### src/rtl/wb_pkg.sv
// Shared types for the register-file write-side front end.
package wb_pkg;

  localparam int REG_ADDR_W = 5;
  localparam int XLEN       = 32;

  typedef struct packed {
    logic [REG_ADDR_W-1:0] rd;
    logic [XLEN-1:0]       wd;
  } wb_entry_t;

endpackage

### src/rtl/regfile_wb_arbiter_if.sv
// Bus bundle between the pipeline/long-latency sources, the hazard unit and the write arbiter.
interface regfile_wb_arbiter_if;
  import wb_pkg::*;

  logic                  pipe_we;
  logic [REG_ADDR_W-1:0] pipe_rd;
  logic [XLEN-1:0]       pipe_wd;

  logic                  ll_valid;
  logic                  ll_ready;
  logic [REG_ADDR_W-1:0] ll_rd;
  logic [XLEN-1:0]       ll_wd;

  logic                  rf_we;
  logic [REG_ADDR_W-1:0] rf_a3;
  logic [XLEN-1:0]       rf_wd;

  logic [REG_ADDR_W-1:0] q_rs1;
  logic [REG_ADDR_W-1:0] q_rs2;
  logic [REG_ADDR_W-1:0] q_rd;
  logic                  rs1_pending;
  logic                  rs2_pending;
  logic                  rd_pending;
  logic                  starve_stall;

  modport master (
    output pipe_we, pipe_rd, pipe_wd,
    output ll_valid, ll_rd, ll_wd,
    output q_rs1, q_rs2, q_rd,
    input  ll_ready, rf_we, rf_a3, rf_wd,
    input  rs1_pending, rs2_pending, rd_pending, starve_stall
  );

  modport slave (
    input  pipe_we, pipe_rd, pipe_wd,
    input  ll_valid, ll_rd, ll_wd,
    input  q_rs1, q_rs2, q_rd,
    output ll_ready, rf_we, rf_a3, rf_wd,
    output rs1_pending, rs2_pending, rd_pending, starve_stall
  );

endinterface

### src/rtl/wb_queue.sv
// FIFO of pending long-latency writebacks with destination-register match queries.
module wb_queue
  import wb_pkg::*;
#(
  parameter  int DEPTH = 2,
  localparam int AW    = $clog2(DEPTH),
  localparam int CW    = AW + 1
) (
  input  logic                  clk,
  input  logic                  resetn,
  input  logic                  push,
  input  wb_entry_t             push_data,
  input  logic                  pop,
  input  logic [REG_ADDR_W-1:0] q_rs1,
  input  logic [REG_ADDR_W-1:0] q_rs2,
  input  logic [REG_ADDR_W-1:0] q_rd,
  output logic                  match_rs1,
  output logic                  match_rs2,
  output logic                  match_rd,
  output wb_entry_t             head,
  output logic [CW-1:0]         count,
  output logic                  full,
  output logic                  empty
);

  wb_entry_t        mem [DEPTH];
  logic [DEPTH-1:0] valid;
  logic [AW-1:0]    rptr;
  logic [AW-1:0]    wptr;

  // Push lands after the pop clear so a same-slot update (never expected) keeps the new entry.
  always_ff @(posedge clk or negedge resetn) begin
    if (!resetn) begin
      valid <= '0;
      rptr  <= '0;
      wptr  <= '0;
      count <= '0;
    end else begin
      if (pop) begin
        valid[rptr] <= 1'b0;
        rptr        <= rptr + 1'b1;
      end
      if (push) begin
        valid[wptr] <= 1'b1;
        wptr        <= wptr + 1'b1;
      end
      case ({push, pop})
        2'b10:   count <= count + 1'b1;
        2'b01:   count <= count - 1'b1;
        default: count <= count;
      endcase
    end
  end

  always_ff @(posedge clk) begin
    if (push) begin
      mem[wptr] <= push_data;
    end
  end

  always_comb begin
    match_rs1 = 1'b0;
    match_rs2 = 1'b0;
    match_rd  = 1'b0;
    for (int i = 0; i < DEPTH; i++) begin
      if (valid[i]) begin
        if (q_rs1 != '0 && mem[i].rd == q_rs1) match_rs1 = 1'b1;
        if (q_rs2 != '0 && mem[i].rd == q_rs2) match_rs2 = 1'b1;
        if (q_rd  != '0 && mem[i].rd == q_rd)  match_rd  = 1'b1;
      end
    end
  end

  assign head  = mem[rptr];
  assign full  = (count == CW'(DEPTH));
  assign empty = (count == '0);

endmodule

### src/rtl/regfile_wb_arbiter.sv
// Single write port arbiter: pipeline writeback has priority, queued long-latency results fill idle slots.
module regfile_wb_arbiter
  import wb_pkg::*;
#(
  parameter int QUEUE_DEPTH  = 2,
  parameter int STARVE_LIMIT = 4
) (
  input logic                 clk,
  input logic                 resetn,
  regfile_wb_arbiter_if.slave bus
);

  localparam int CW = $clog2(QUEUE_DEPTH) + 1;
  localparam int SW = $clog2(STARVE_LIMIT + 1);

  logic          pipe_eff;
  logic          ready;
  logic          push;
  logic          pop;
  wb_entry_t     head;
  wb_entry_t     push_data;
  logic [CW-1:0] count;
  logic          full;
  logic          empty;
  logic [SW-1:0] starve_cnt;

  assign pipe_eff  = bus.pipe_we && (bus.pipe_rd != '0);
  assign ready     = resetn && !full;
  assign push      = bus.ll_valid && ready && (bus.ll_rd != '0);
  assign pop       = !pipe_eff && !empty;
  assign push_data = '{rd: bus.ll_rd, wd: bus.ll_wd};

  wb_queue #(.DEPTH(QUEUE_DEPTH)) u_queue (
    .clk       (clk),
    .resetn    (resetn),
    .push      (push),
    .push_data (push_data),
    .pop       (pop),
    .q_rs1     (bus.q_rs1),
    .q_rs2     (bus.q_rs2),
    .q_rd      (bus.q_rd),
    .match_rs1 (bus.rs1_pending),
    .match_rs2 (bus.rs2_pending),
    .match_rd  (bus.rd_pending),
    .head      (head),
    .count     (count),
    .full      (full),
    .empty     (empty)
  );

  // Outputs are forced quiet while reset is held, even if the pipeline is still driving.
  always_comb begin
    bus.rf_we = 1'b0;
    bus.rf_a3 = '0;
    bus.rf_wd = '0;
    if (resetn) begin
      if (pipe_eff) begin
        bus.rf_we = 1'b1;
        bus.rf_a3 = bus.pipe_rd;
        bus.rf_wd = bus.pipe_wd;
      end else if (!empty) begin
        bus.rf_we = 1'b1;
        bus.rf_a3 = head.rd;
        bus.rf_wd = head.wd;
      end
    end
  end

  // Counts consecutive cycles the queue waited behind the pipeline; saturates at the limit.
  always_ff @(posedge clk or negedge resetn) begin
    if (!resetn) begin
      starve_cnt <= '0;
    end else if (pop || count == '0) begin
      starve_cnt <= '0;
    end else if (pipe_eff && starve_cnt != SW'(STARVE_LIMIT)) begin
      starve_cnt <= starve_cnt + 1'b1;
    end
  end

  assign bus.ll_ready     = ready;
  assign bus.starve_stall = (starve_cnt == SW'(STARVE_LIMIT));

endmodule

### src/flat_wrapper.sv
// flat-port wrapper written by rule: the top's interface ports become plain ports
module regfile_wb_arbiter_flat import wb_pkg::*;
#(
  parameter int QUEUE_DEPTH  = 2,
  parameter int STARVE_LIMIT = 4
)
  (clk, resetn, bus_pipe_we, bus_pipe_rd, bus_pipe_wd, bus_ll_valid, bus_ll_rd, bus_ll_wd, bus_q_rs1, bus_q_rs2, bus_q_rd, bus_ll_ready, bus_rf_we, bus_rf_a3, bus_rf_wd, bus_rs1_pending, bus_rs2_pending, bus_rd_pending, bus_starve_stall);
  regfile_wb_arbiter_if bus_i ();
  input logic clk;
  input logic resetn;
  input wire logic [$bits(bus_i.pipe_we)-1:0] bus_pipe_we;
  input wire logic [$bits(bus_i.pipe_rd)-1:0] bus_pipe_rd;
  input wire logic [$bits(bus_i.pipe_wd)-1:0] bus_pipe_wd;
  input wire logic [$bits(bus_i.ll_valid)-1:0] bus_ll_valid;
  input wire logic [$bits(bus_i.ll_rd)-1:0] bus_ll_rd;
  input wire logic [$bits(bus_i.ll_wd)-1:0] bus_ll_wd;
  input wire logic [$bits(bus_i.q_rs1)-1:0] bus_q_rs1;
  input wire logic [$bits(bus_i.q_rs2)-1:0] bus_q_rs2;
  input wire logic [$bits(bus_i.q_rd)-1:0] bus_q_rd;
  output wire logic [$bits(bus_i.ll_ready)-1:0] bus_ll_ready;
  output wire logic [$bits(bus_i.rf_we)-1:0] bus_rf_we;
  output wire logic [$bits(bus_i.rf_a3)-1:0] bus_rf_a3;
  output wire logic [$bits(bus_i.rf_wd)-1:0] bus_rf_wd;
  output wire logic [$bits(bus_i.rs1_pending)-1:0] bus_rs1_pending;
  output wire logic [$bits(bus_i.rs2_pending)-1:0] bus_rs2_pending;
  output wire logic [$bits(bus_i.rd_pending)-1:0] bus_rd_pending;
  output wire logic [$bits(bus_i.starve_stall)-1:0] bus_starve_stall;
  assign bus_i.pipe_we = bus_pipe_we;
  assign bus_i.pipe_rd = bus_pipe_rd;
  assign bus_i.pipe_wd = bus_pipe_wd;
  assign bus_i.ll_valid = bus_ll_valid;
  assign bus_i.ll_rd = bus_ll_rd;
  assign bus_i.ll_wd = bus_ll_wd;
  assign bus_i.q_rs1 = bus_q_rs1;
  assign bus_i.q_rs2 = bus_q_rs2;
  assign bus_i.q_rd = bus_q_rd;
  assign bus_ll_ready = bus_i.ll_ready;
  assign bus_rf_we = bus_i.rf_we;
  assign bus_rf_a3 = bus_i.rf_a3;
  assign bus_rf_wd = bus_i.rf_wd;
  assign bus_rs1_pending = bus_i.rs1_pending;
  assign bus_rs2_pending = bus_i.rs2_pending;
  assign bus_rd_pending = bus_i.rd_pending;
  assign bus_starve_stall = bus_i.starve_stall;
  regfile_wb_arbiter #(.QUEUE_DEPTH(QUEUE_DEPTH), .STARVE_LIMIT(STARVE_LIMIT)) u_core (.clk(clk), .resetn(resetn), .bus(bus_i));
endmodule
### config.mk
export PLATFORM = sky130hd
export DESIGN_NAME = regfile_wb_arbiter_flat
export DESIGN_NICKNAME = d
export VERILOG_FILES = /design/src/rtl/wb_pkg.sv /design/src/rtl/regfile_wb_arbiter_if.sv /design/src/rtl/wb_queue.sv /design/src/rtl/regfile_wb_arbiter.sv /design/src/flat_wrapper.sv
export SDC_FILE = /design/constraint.sdc
export NUM_CORES = 1
export LEC_CHECK = 0
export BUFFER_PORTS_ARGS = -buffer_cell sky130_fd_sc_hd__buf_2
export CORE_ASPECT_RATIO = 1.5
export CORE_MARGIN = 4
export CORE_UTILIZATION = 40
export CTS_CLUSTER_DIAMETER = 80
export DETAILED_ROUTE_END_ITERATION = 8
export PLACE_DENSITY = 0.68
export SLEW_MARGIN = 20
export SYNTH_ARGS = -nofsm -noshare
export SYNTH_HDL_FRONTEND = slang
export SYNTH_SLANG_ARGS = --single-unit
### constraint.sdc
create_clock -name clk -period 2 [get_ports clk]
set_input_delay 0.3 -clock clk [delete_from_list [all_inputs] [get_ports clk]]
set_output_delay 0.3 -clock clk [all_outputs]
set_load 0.03 [all_outputs]
==> Yosys cells after proc, flatten, opt, wreduce, memory -nomap -nowiden <==
Memory sizes are Yosys's and may differ from the RTL's.
Index checks and enable logic that the tools add are counted.
{ "word_totals": {"output_inout_bits": 43, "mem_bits_rw": 74, "ff_bits": 9, "elab_cells": 87, "mem_count": 1} }
{ "memory_table": {"columns": ["memory", "words", "width", "read_ports", "rd_clocked_by_memory_dff", "write_ports", "line", "source"], "rows": [
  ["u_core.u_queue.mem", 2, 37, 3, 0, 1, "wb_queue.sv:26", "wb_entry_t mem [DEPTH];"]
]} }
{ "op_classes": {"n_lt_le_gt_ge": 4, "muxes": 32, "eq_ne": 11, "n_reduce_logical": 26, "bitwise": 3, "addsub": 5} }
{ "ops": {"columns": ["operator", "n"], "rows": [
  ["$mux W32", 3],
  ["$eq A5 B5 Y1", 6],
  ["$reduce_bool A5 Y1", 5],
  ["$mux W1", 19],
  ["$mux W5", 3],
  ["$logic_and A1 B1 Y1", 14],
  ["$mux W3", 2],
  ["$eq A2 B2 Y1 const B", 2],
  ["$lt A1 B2 Y1 const B", 2],
  ["$mux W2", 2],
  ["$pmux W2 S2", 1],
  ["$reduce_bool A2 Y1", 2],
  ["$add A3 B1 Y3 const B", 1],
  ["$eq A3 B3 Y1 const B", 1],
  ["$logic_not A1 Y1", 3],
  ["$ne A3 B3 Y1 const B", 1],
  ["$add A1 B1 Y1 const B", 2],
  ["$add A2 B1 Y2 const B", 1],
  ["$and A2 B2 Y2", 1],
  ["$demux W1 S1", 2],
  ["$eq A2 B1 Y1 const B", 1],
  ["$ge A1 B1 Y1 const B", 2],
  ["$logic_not A2 Y1", 1],
  ["$not A2 Y2", 1],
  ["other kinds (3)", 3]
]} }

==> Longest topological paths before layout <==
Gate-level depths: netlist of the first run.
{ "logic_depth": {"word_depth": 9, "depth_mapped": 10, "ltp_nobuf": 8} }

==> Modules after synthesis <==
From an unflattened synthesis of the first run, not the netlist that was laid out.
{ "unflattened": {"cells_unflattened": 347, "hier_area_um2": 4294.1} }
{ "by_module_without_submodules": {"columns": ["module", "instances", "area_each_um2", "cells_each", "seq_area_each_um2"], "rows": [
  ["wb_queue", 1, 3315.7, 189, 2372.3],
  ["regfile_wb_arbiter", 1, 978.4, 158, 75.1]
]} }

==> Worst setup path before layout of the first run <==
No wires, ideal clock.
{ "synth_path": {"path_type": "input port to flip-flop", "startpoint": "in resetn", "endpoint": "mem u_core.u_queue.mem[1][0] in the netlist's numbering (enable)", "path_buffers": 1, "setup_slack_ps": -961, "setup_time_ps": 398, "t_arrival_ps": 2563, "cell_stages": 4, "cell_sequence": "clkbuf_1 -> a21boi_0 -> o211a_1 -> and2_1"} }
{ "synth_via": {"elab_chain_cells": 5} }
{ "synth_lines": {"columns": ["element", "line", "source"], "rows": [
  ["start: declaration", "flat_wrapper.sv:10", "input logic resetn;"],
  ["$logic_and A1 B1 Y1", "regfile_wb_arbiter.sv:28", "assign ready = resetn && !full;"],
  ["via bus_ll_ready", "flat_wrapper.sv:20", "output wire logic [$bits(bus_i.ll_ready)-1:0] bus_ll_ready;"],
  ["$logic_and A1 B1 Y1 (2 in series)", "regfile_wb_arbiter.sv:29", "assign push = bus.ll_valid && ready && (bus.ll_rd != '0);"],
  ["$mux W1", "wb_queue.sv:56", "if (push) begin"],
  ["$mux W1 (not written as such)", "wb_queue.sv:57", "mem[wptr] <= push_data;"],
  ["end: declaration", "wb_queue.sv:26", null]
]} }
The timed path passes the listed nets, and every way through them passes these cells.

==> Worst setup path in the final report of the first run <==
{ "layout_path": {"startpoint": "in bus_pipe_rd[4]", "endpoint": "out bus_rf_wd[16]"} }
{ "layout_via": {"elab_chain_cells": 4} }
{ "layout_lines": {"columns": ["element", "line", "source"], "rows": [
  ["start: declaration", "flat_wrapper.sv:12", "input wire logic [$bits(bus_i.pipe_rd)-1:0] bus_pipe_rd;"],
  ["$reduce_bool A5 Y1", "regfile_wb_arbiter.sv:27", "assign pipe_eff = bus.pipe_we && (bus.pipe_rd != '0);"],
  ["$logic_and A1 B1 Y1", "regfile_wb_arbiter.sv:27", null],
  ["$mux W32", "regfile_wb_arbiter.sv:57", "if (pipe_eff) begin"],
  ["$mux W32", "regfile_wb_arbiter.sv:56", "if (resetn) begin"],
  ["end: declaration", "flat_wrapper.sv:23", "output wire logic [$bits(bus_i.rf_wd)-1:0] bus_rf_wd;"]
]} }
Every way passes these cells.

==> results of run 1 <==
[power by group through the flow]
stage / Clock, mW / Combinational [mW] / Sequential, mW
2_1_floorplan: 0 / 1.78 / 2.32
3_3_place_gp: 0 / 2.40 / 2.37
3_5_place_dp: 0 / 2.44 / 2.38
4_1_cts: 1.64 / 2.68 / 2.35
5_1_grt: 1.70 / 2.91 / 2.37
6_report: 1.61 / 2.72 / 2.35
[worst max path at each step]
stage / start / cells past startpoint / slack, ns / to
2_1_floorplan: bus_pipe_rd[4] / 5 / -0.1 / bus_rf_a3[0]
3_3_place_gp: bus_pipe_rd[4] / 7 / -0.13 / bus_rf_wd[7]
3_5_place_dp: bus_pipe_rd[4] / 7 / -0.15 / bus_rf_wd[7]
4_1_cts: bus_pipe_rd[4] / 7 / -0.12 / bus_rf_wd[19]
5_1_grt: bus_pipe_rd[4] / 7 / -0.15 / bus_rf_wd[20]
6_report: bus_pipe_rd[4] / 7 / -0.11 / bus_rf_wd[16]
[kinds of logic (layout without fill, tap and decap cells)]
logic type	count (synthesis)	in the layout
DFF	83	83
and+or+nand+nor	72	72
AOI/OAI and AO/OA	51	51
muxes	38	38
xor gates and xnor gates	35	35
buffers and inverters	27	182
adders and majority gates	3	3
other	0	1
[worst max-delay path: cells and delay by family]
| kind | cells | cell delay, ns |
|---|---|---|
| and+or+nand+nor | 2 | 0.68 |
| AOI/OAI and AO/OA | 2 | 0.34 |
| buffers and inverters | 3 | 0.47 |
[per-layer routing]
metal	vias up	share of wire, %	GRT usage, %
li1	1501	-	-
met1	1541	36	18.6
met2	109	55	33.4
met3	26	5.5	3.84
met4	0	3.6	11.4
met5	-	0	0
[flip-flops by register name (all words and copies together) (netlist names)]
| name | count |
|---|---|
| u_core.u_queue.count | 2 |
| u_core.u_queue.wptr | 1 |
| u_core.u_queue.mem | 74 |
| u_core.starve_cnt | 3 |
| u_core.u_queue.rptr | 1 |
| u_core.u_queue.valid | 2 |
[synthesized netlist by cell type (2+ instances only)]
cell / count / share of area, %
edfxtp_1: 74 / 55
nand3_1: 44 / 5.5
mux2i_1: 38 / 9.4
o31ai_1: 35 / 6.5
xor2_1: 25 / 5.4
clkbuf_1: 10 / 0.93
xnor2_1: 10 / 2.2
dfrtp_1: 9 / 5.6
inv_1: 6 / 0.56
nor2_1: 6 / 0.56
nor4_1: 6 / 0.93
o21ai_0: 6 / 0.75
buf_2: 5 / 0.62
or4_1: 5 / 0.93
buf_1: 4 / 0.37
nand2_1: 4 / 0.37
a21oi_1: 3 / 0.37
ha_1: 3 / 0.93
nor3_1: 3 / 0.37
a21boi_0: 2 / 0.37
[repair_timing]
action,CTS,global route
pin swaps,18,11
resized for setup,85,42
buffers inserted,9,2
cloned,1,0
endpoints found under the setup margin,39,41
[per-stage QoR]
| stage | setup WS (ns) | cells |
|---|---|---|
| after floorplan | -0.0976 | 309 |
| after global placement | -0.125 | 551 |
| after detailed placement | -0.152 | 551 |
| after CTS | -0.116 | 577 |
| after global routing | -0.147 | 580 |
| final | -0.115 | 580 |
[cell type report]
type,instances,area share [%]
Sequential cell,83,38.5
Multi-Input combinational cell,199,34.8
Timing Repair Buffer,160,19.4
Clock buffer,10,3.60
Tap cell,115,2.26
Clock inverter,6,1.04
Inverter,6,0.354
Antenna cell,1,0.0393
==> results.yml, run 1 <==
setup_path:
  ff2ff_setup_slack_ns: 0.21
  worst-setup-path-type: "in2out"
  setup.worst_path.start_class: "input pin"
  critPathCaptureType: "output pin"
  cp_slowest_cell: "or4_4"
  timing.rr.end: "u_core.u_queue.mem[1][32]$_DFFE_PP_"
  crit_chain: "buf_6 > or4_4 > o21a_4 > buf_12 > nand3_1 > o31ai_4 > buf_2"
  r2r-start: "u_core.u_queue.count[0]$_DFFE_PN0P_"
  cp.arrival_ns: 1.81
  critPathMaxStageDelay_ns: 0.53
  critPathMaxFanout: 26
  r2r_cells: 4
  critical_path_required_ns: 1.70
timing:
  hold_viol_final: 0
  tightest_slew_ns: 0.520
  skew_ns: 0.00696
  fin_ws_ns: -0.115
  fin_crit_sh_pct: 106
  finalSetupTns_ns: -2.27
  rsz0062_at_grt: "yes"
  timing.fmax_ghz: 0.473
  slew_headroom_pct: 65.3
  finalSetupViolations: 33
  slew_violations: 0
  fin_crit_ns: 2.11
  whs_ns: 0.0615
logic_synthesis:
  synth_seq_cells: 83
  postSynthNetCount: 405
  yosysSeqAreaShare_pct: 60.8
  synth_compound_area_share_pct: 9.16
  synthMuxAreaShare_pct: 9.44
  synth_top_family_by_area: "multiplexers"
  synth_edf_count: 74
  syn_inst: 309
  yosys.area_share.simple_pct: 9.29
  yosys_warnings: 0
  synth_flop_cell: "edfxtp_1"
  synthDistinctLibCells: 31
  synthAdderAreaFrac_pct: 0.932
  syn_area_per_cell_um2: 13.0
  async_flop_share_pct: 10.8
  syn_area_mm2: 0.00403
  synth_xor_xnor_area_share_pct: 7.61
placement:
  hpwl_um: 7350
  gp_congestion: 0.934
  place_area_mm2: 0.00549
  io_buffers: 135
die:
  die_w_um: 89.9
  ios: 136
  start_util_pct: 41.3
  die_h_um: 131
  core_area_mm2: 0.00974
  dieArea_mm2: 0.0118
  fp-row-count: 44
run:
  maxCapViolations: 0
routing:
  vias: 3177
  postRouteWirelength_um: 10700
  viasPerCell: 5.48
  drtIter0Drc: 122
  first_pass_iters: 4
  wl_per_cell_um: 18.4
  drc: 0
  ant_nets: 0
cells_and_area:
  nets: 555
  multi_input_area_mm2: 0.00221
  layout_commonest_cell: "buf_2"
  fillers: 701
  fin_util_pct: 65.3
  regArea_mm2: 0.00245
  final_cell_mix: "97 x buf_2, 74 x edfxtp_1, 38 x mux2i_1, 38 x buf_6, 35 x o31ai_4"
  stdcell_area_mm2: 0.00636
  area_growth_pct: 58.0
  drive_gt1_share_pct: 56.7
clocking:
  cts.sinks: 83
  path_clk_slew_ns: 0.06
  clock_latency_ns: 0.34
  cts.hold.buffers_added: 0
  htree_levels: 3
  numCtsBuffers: 9
  cts_root_buf: "clkbuf_16"
  cts_tree: "built"
  cts_buffer_depth: 2
run_status:
  status: "complete, but fails checks"
  violations: "setup timing"
power:
  internal_power_mw: 4.34
  powerDensity_mw_per_mm2: 1050
  swShare_pct: 35.1
  p_sw_mw: 2.35
  peakVddDrop_mv: 0.586
  p_comb_share_pct: 40.7
  clkPwrFrac_pct: 24.1
  power_mw: 6.69
  pwr-share-seq_pct: 35.2
  p_leak_nw: 2.45
hold_path:
  hold_class: "in2async"
global_routing:
  grt.overflow.total: 0
  grt_usage_pct: 18.0
  grt_pass1_wl_um: 16400
  grt_pass1_vias: 3367
  grt_max_degree: 39
  antenna_found_initial: 1
No activity file was read; power rests on OpenSTA's default activity.
==> run 2, diff against run 1 <==
--- a/config.mk
+++ b/config.mk
@@ -11,7 +11,7 @@
 export CORE_UTILIZATION = 40
 export CTS_CLUSTER_DIAMETER = 80
 export DETAILED_ROUTE_END_ITERATION = 8
-export PLACE_DENSITY = 0.68
+export PLACE_DENSITY = 0.66
 export SLEW_MARGIN = 20
 export SYNTH_ARGS = -nofsm -noshare
 export SYNTH_HDL_FRONTEND = slang
==> constraint.sdc (replaced) <==
create_clock -name clk -period 2.6 [get_ports clk]
set_input_delay 0.39 -clock clk [delete_from_list [all_inputs] [get_ports clk]]
set_output_delay 0.39 -clock clk [all_outputs]
set_load 0.03 [all_outputs]
==> results.yml, run 2 (same netlist as run 1, synthesis figures left out) <==
run_status:
  status: "complete, no violations"
cells_and_area:
  stdcell_area_mm2: 0.00516
  regArea_mm2: 0.00245
  layout_commonest_cell: "buf_2"
  multi_input_area_mm2: 0.00147
  n_antenna_cell: 0
  regMostFlops: "u_core.u_queue.mem"
  fillers: 855
  nets: 538
  top_regs: "u_core.u_queue.mem: 74 flops, u_core.starve_cnt: 3 flops"
  final_cell_mix: "135 x buf_2, 74 x edfxtp_1, 44 x nand3_1"
  area_growth_pct: 28.0
  drive_gt1_share_pct: 36.2
  largest_reg_flops: 74
die:
  core_area_mm2: 0.00974
  die_w_um: 89.9
  dieArea_mm2: 0.0118
  ios: 136
  fp-row-count: 44
  start_util_pct: 41.3
  die_h_um: 131
placement:
  io_buffers: 135
  hpwl_um: 7030
  gp_congestion: 0.974
  place_area_mm2: 0.00485
run:
  maxCapViolations: 0
setup_path:
  critPathCaptureType: "output pin"
  critPathMaxStageDelay_ns: 0.53
  path_common_cell: "buf_2"
  crit_chain: "buf_2 > or4_1 > o21a_2 > buf_4 > o31ai_1 > buf_2"
  critPathMaxFanout: 40
  critical_path_required_ns: 2.21
  worst-setup-path-type: "in2out"
  r2r-start: "u_core.u_queue.count[0]$_DFFE_PN0P_"
  cp_slowest_cell: "or4_1"
  cp.arrival_ns: 2.08
  setup.worst_path.start_class: "input pin"
  r2r_cells: 4
  startpoint: "bus_pipe_rd[4]"
clocking:
  cts.hold.buffers_added: 0
  numCtsBuffers: 9
  ctsResizeCount: 0
  cts.sinks: 83
  htree_levels: 3
  path_clk_slew_ns: 0.06
  cts_buffer_depth: 2
  cts_root_buf: "clkbuf_16"
  cts_tree: "built"
  clock_latency_ns: 0.32
  post_cts_buffers: 0
timing:
  timing.fmax_ghz: 0.406
  skew_ns: 0.00255
  hold_viol_final: 0
  fin_crit_sh_pct: 94.8
  slew_violations: 0
  rsz0062_at_grt: "no"
  slew_headroom_pct: 37.1
  tightest_slew_ns: 0.943
  fin_crit_ns: 2.47
  finalSetupViolations: 0
  finalSetupTns_ns: 0
routing:
  first_pass_iters: 4
  drtIter0Drc: 119
  postRouteWirelength_um: 9550
  vias: 2981
  wl_per_cell_um: 17.0
  drc: 0
  viasPerCell: 5.30
  ant_nets: 0
hold_path:
  hold_class: "in2async"
power:
  peakVddDrop_mv: 0.630
  powerDensity_mw_per_mm2: 871
  p_leak_nw: 2.14
  power_mw: 4.49
global_routing:
  grt_pass1_vias: 3016
  grt_usage_pct: 16.2
  grt_pass1_wl_um: 14800
  antenna_found_initial: 0
  grt_max_degree: 50
  grt.overflow.total: 0
## run 2: cell types whose count changed in the layout (fill, tap and decap cells not counted), moves of 9 or more
| cell | change |
|---|---|
| buf_6 | -38 |
| o31ai_1 | +35 |
| nand3_1 | +30 |
| buf_4 | -9 |
| nand3_2 | -30 |
| o31ai_4 | -35 |
| buf_2 | +38 |
## run 2: per-layer routing
metal,wire length (um),GRT usage (%),up-vias
li1,-,-,1456
met1,3670,17.5,1403
met2,5130,29.7,102
met3,475,4.07,20
met4,279,8.21,0
met5,0,0,-
## run 2: critical path: cells and delay by family
family          cells  cell delay, ns
compound gates      2            0.55
buf+inv             3            0.60
simple gates        1            0.53
## run 2: final timing paths
| check | endpoint | slack (ns) |
|---|---|---|
| worst min-delay path | u_core.starve_cnt[2]$_DFFE_PN0P_ | 0.16 |
| worst min register to register | u_core.u_queue.count[1]$_DFFE_PN0P_ | 0.51 |
| worst max-delay path | bus_rf_wd[1] | 0.13 |
| min in group clk | u_core.u_queue.mem[1][0]$_DFFE_PP_ | 0.25 |
| worst max register to register | u_core.u_queue.mem[1][34]$_DFFE_PP_ | 0.39 |
| max in group asynchronous | u_core.u_queue.rptr$_DFFE_PN0P_ | 2.07 |
## run 2: layout make-up
class	instances	area share [%]
Sequential cell	83	47.5
Inverter	6	0.437
Clock buffer	10	4.44
Tap cell	115	2.79
Timing Repair Buffer	143	14.8
Multi-Input combinational cell	199	28.5
Clock inverter	6	1.55
## run 2: through the flow
step / hold WS [ns] / worst slack [ns] / utilization, % / cells
6_report: 0.155 / 0.135 / 52.9 / 562
3_3_place_gp: 0.490 / 0.186 / 49.7 / 546
4_1_cts: 0.150 / 0.130 / 52.9 / 562
5_1_grt: 0.174 / 0.0140 / 52.9 / 562
2_1_floorplan: 0.0944 / 0.0189 / - / 309
3_5_place_dp: 0.498 / 0.131 / 49.7 / 546
## run 2: where the power goes
part           total, mW  internal [mW]  switching (mW)  leakage, nW
logic               1.31          0.536           0.778         1.21
clock network       1.30          0.832           0.465        0.148
registers           1.88           1.68           0.200        0.787
==> run 3, diff against run 2 <==
--- a/config.mk
+++ b/config.mk
@@ -9,6 +9,7 @@
 export CORE_ASPECT_RATIO = 1.5
 export CORE_MARGIN = 4
 export CORE_UTILIZATION = 40
+export CTS_BUF_LIST = sky130_fd_sc_hd__clkbuf_4
 export CTS_CLUSTER_DIAMETER = 80
 export DETAILED_ROUTE_END_ITERATION = 8
 export PLACE_DENSITY = 0.66
==> results.yml, run 3 (same netlist as run 1, synthesis figures left out) <==
run_status:
  status: "complete, no violations"
cells_and_area:
  largest_reg_flops: 74
  drive_gt1_share_pct: 36.5
  regArea_mm2: 0.00245
  area_growth_pct: 24.3
  regMostFlops: "u_core.u_queue.mem"
  nets: 538
  layout_commonest_cell: "buf_2"
  multi_input_area_mm2: 0.00147
  final_cell_mix: "135 x buf_2, 74 x edfxtp_1, 44 x nand3_1"
  fillers: 871
  fin_cells: 563
  top_regs: "u_core.u_queue.mem: 74 flops, u_core.starve_cnt: 3 flops"
die:
  ios: 136
  core_area_mm2: 0.00974
  dieArea_mm2: 0.0118
  fp-row-count: 44
  die_h_um: 131
  start_util_pct: 41.3
  die_w_um: 89.9
power:
  clkPwrFrac_pct: 20.1
  p_leak_nw: 2.08
  p_comb_share_pct: 32.9
  powerDensity_mw_per_mm2: 798
  p_sw_mw: 1.39
  swShare_pct: 34.7
  pwr-share-seq_pct: 47.0
  internal_power_mw: 2.61
  peakVddDrop_mv: 0.477
clocking:
  cts_buffer_depth: 2
  htree_levels: 3
  cts_tree: "built"
  clock_latency_ns: 0.41
  path_clk_slew_ns: 0.12
  cts.sinks: 83
  post_cts_buffers: 0
  cts_root_buf: "clkbuf_4"
  numCtsBuffers: 9
global_routing:
  grt_usage_pct: 16.3
  grt_pass1_vias: 3013
  grt.overflow.total: 0
  grt_max_degree: 50
  grt_pass1_wl_um: 14800
  antenna_found_initial: 1
hold_path:
  hold_class: "in2async"
routing:
  drtIter0Drc: 116
  dr_wl_met2_um: 5090
  postRouteWirelength_um: 9540
  wl_per_cell_um: 17.0
  first_pass_iters: 5
  ant_nets: 0
  wl_met3_um: 531
  m1WireLength_um: 3590
  viasPerCell: 5.34
  drc: 0
  vias: 3005
  top_layer: "met4"
setup_path:
  r2r-start: "u_core.u_queue.count[0]$_DFFE_PN0P_"
  critical_path_required_ns: 2.21
  worst-setup-path-type: "in2out"
  critPathMaxStageDelay_ns: 0.53
  setup.worst_path.start_class: "input pin"
  r2r_cells: 4
  crit_chain: "buf_2 > or4_1 > o21a_2 > buf_4 > o31ai_1 > buf_2"
  timing.rr.end: "u_core.u_queue.mem[1][21]$_DFFE_PP_"
  ff2ff_setup_slack_ns: 0.38
  critPathCaptureType: "output pin"
  cp_slowest_cell: "or4_1"
  critPathMaxFanout: 40
  cp.arrival_ns: 2.08
  path_common_cell: "buf_2"
timing:
  tightest_slew_ns: 0.936
  whs_ns: 0.0466
  slew_headroom_pct: 37.6
  finalSetupViolations: 0
  skew_ns: 0.00588
  fin_crit_sh_pct: 94.9
  rsz0062_at_grt: "no"
  fin_crit_ns: 2.47
  hold_viol_final: 0
  fin_ws_ns: 0.134
  finalSetupTns_ns: 0
  slew_violations: 0
  timing.fmax_ghz: 0.405
placement:
  pre_cts_slack_ns: 0.131
  dp.cells: 546
  io_buffers: 135
  gp_congestion: 0.974
  hpwl_um: 7030
run:
  maxCapViolations: 0
## run 3: cell count changes in the layout (fill, tap and decap cells not counted)
cell / delta
dfrtp_4: +1
clkbuf_4: +10
clkbuf_1: -1
dfrtp_2: -1
diode_2: +1
clkbuf_16: -9
## run 3: routing by layer
layer | GRT usage, % | vias up
met2 | 29.7 | 111
met1 | 17.4 | 1410
met3 | 3.04 | 25
met5 | 0 | -
met4 | 10.6 | 0
li1 | - | 1459
## run 3: power groups by stage
stage | registers, mW | clock network [mW] | logic (mW)
3_5_place_dp | 1.91 | 0 | 1.34
4_1_cts | 1.88 | 0.831 | 1.34
3_3_place_gp | 1.90 | 0 | 1.31
5_1_grt | 1.91 | 0.887 | 1.44
2_1_floorplan | 1.78 | 0 | 1.01
6_report | 1.88 | 0.803 | 1.31
## run 3: cell type report
type	instances	area share [%]
flip-flops and latches	83	49.0
multi-input cells	199	29.4
clock inverters	6	1.60
diodes	1	0.0500
clock buffers	10	1.50
inverters	6	0.450
well taps	115	2.87
repair buffers	143	15.2
## run 3: timing repair
item | in CTS | in global routing
endpoints found under the setup margin | 0 | 5
hold endpoints to repair | 0 | 0
resized for setup | 0 | 1
hold buffers | 0 | 0
## run 3: through the flow
step	area [um2]	power, mW	util, %
3_3_place_gp	4850	3.21	49.7
5_1_grt	5010	4.23	51.4
6_report	5010	3.99	51.4
3_5_place_dp	4850	3.25	49.7
4_1_cts	5000	4.05	51.3
2_1_floorplan	4030	2.79	-
## run 3: critical path: cells and delay by family
family	cells	cell delay, ns
AO/OA/AOI/OAI	2	0.55
AND/OR/NAND/NOR	1	0.53
buffers and inverters	3	0.60
## run 3: how the worst max path moves through the flow
stage | start | to | slack [ns] | depth (start not counted)
final | bus_pipe_rd[4] | bus_rf_wd[1] | 0.13 | 6
after global routing | bus_pipe_rd[4] | bus_rf_wd[27] | 0.01 | 6
after CTS | u_core.u_queue.rptr$_DFFE_PN0P_ | bus_rf_wd[15] | 0.10 | 4
after detailed placement | bus_pipe_rd[4] | bus_rf_wd[1] | 0.13 | 6
after global placement | bus_pipe_rd[4] | bus_rf_wd[6] | 0.19 | 6
after floorplan | bus_pipe_rd[4] | bus_rf_a3[0] | 0.02 | 5
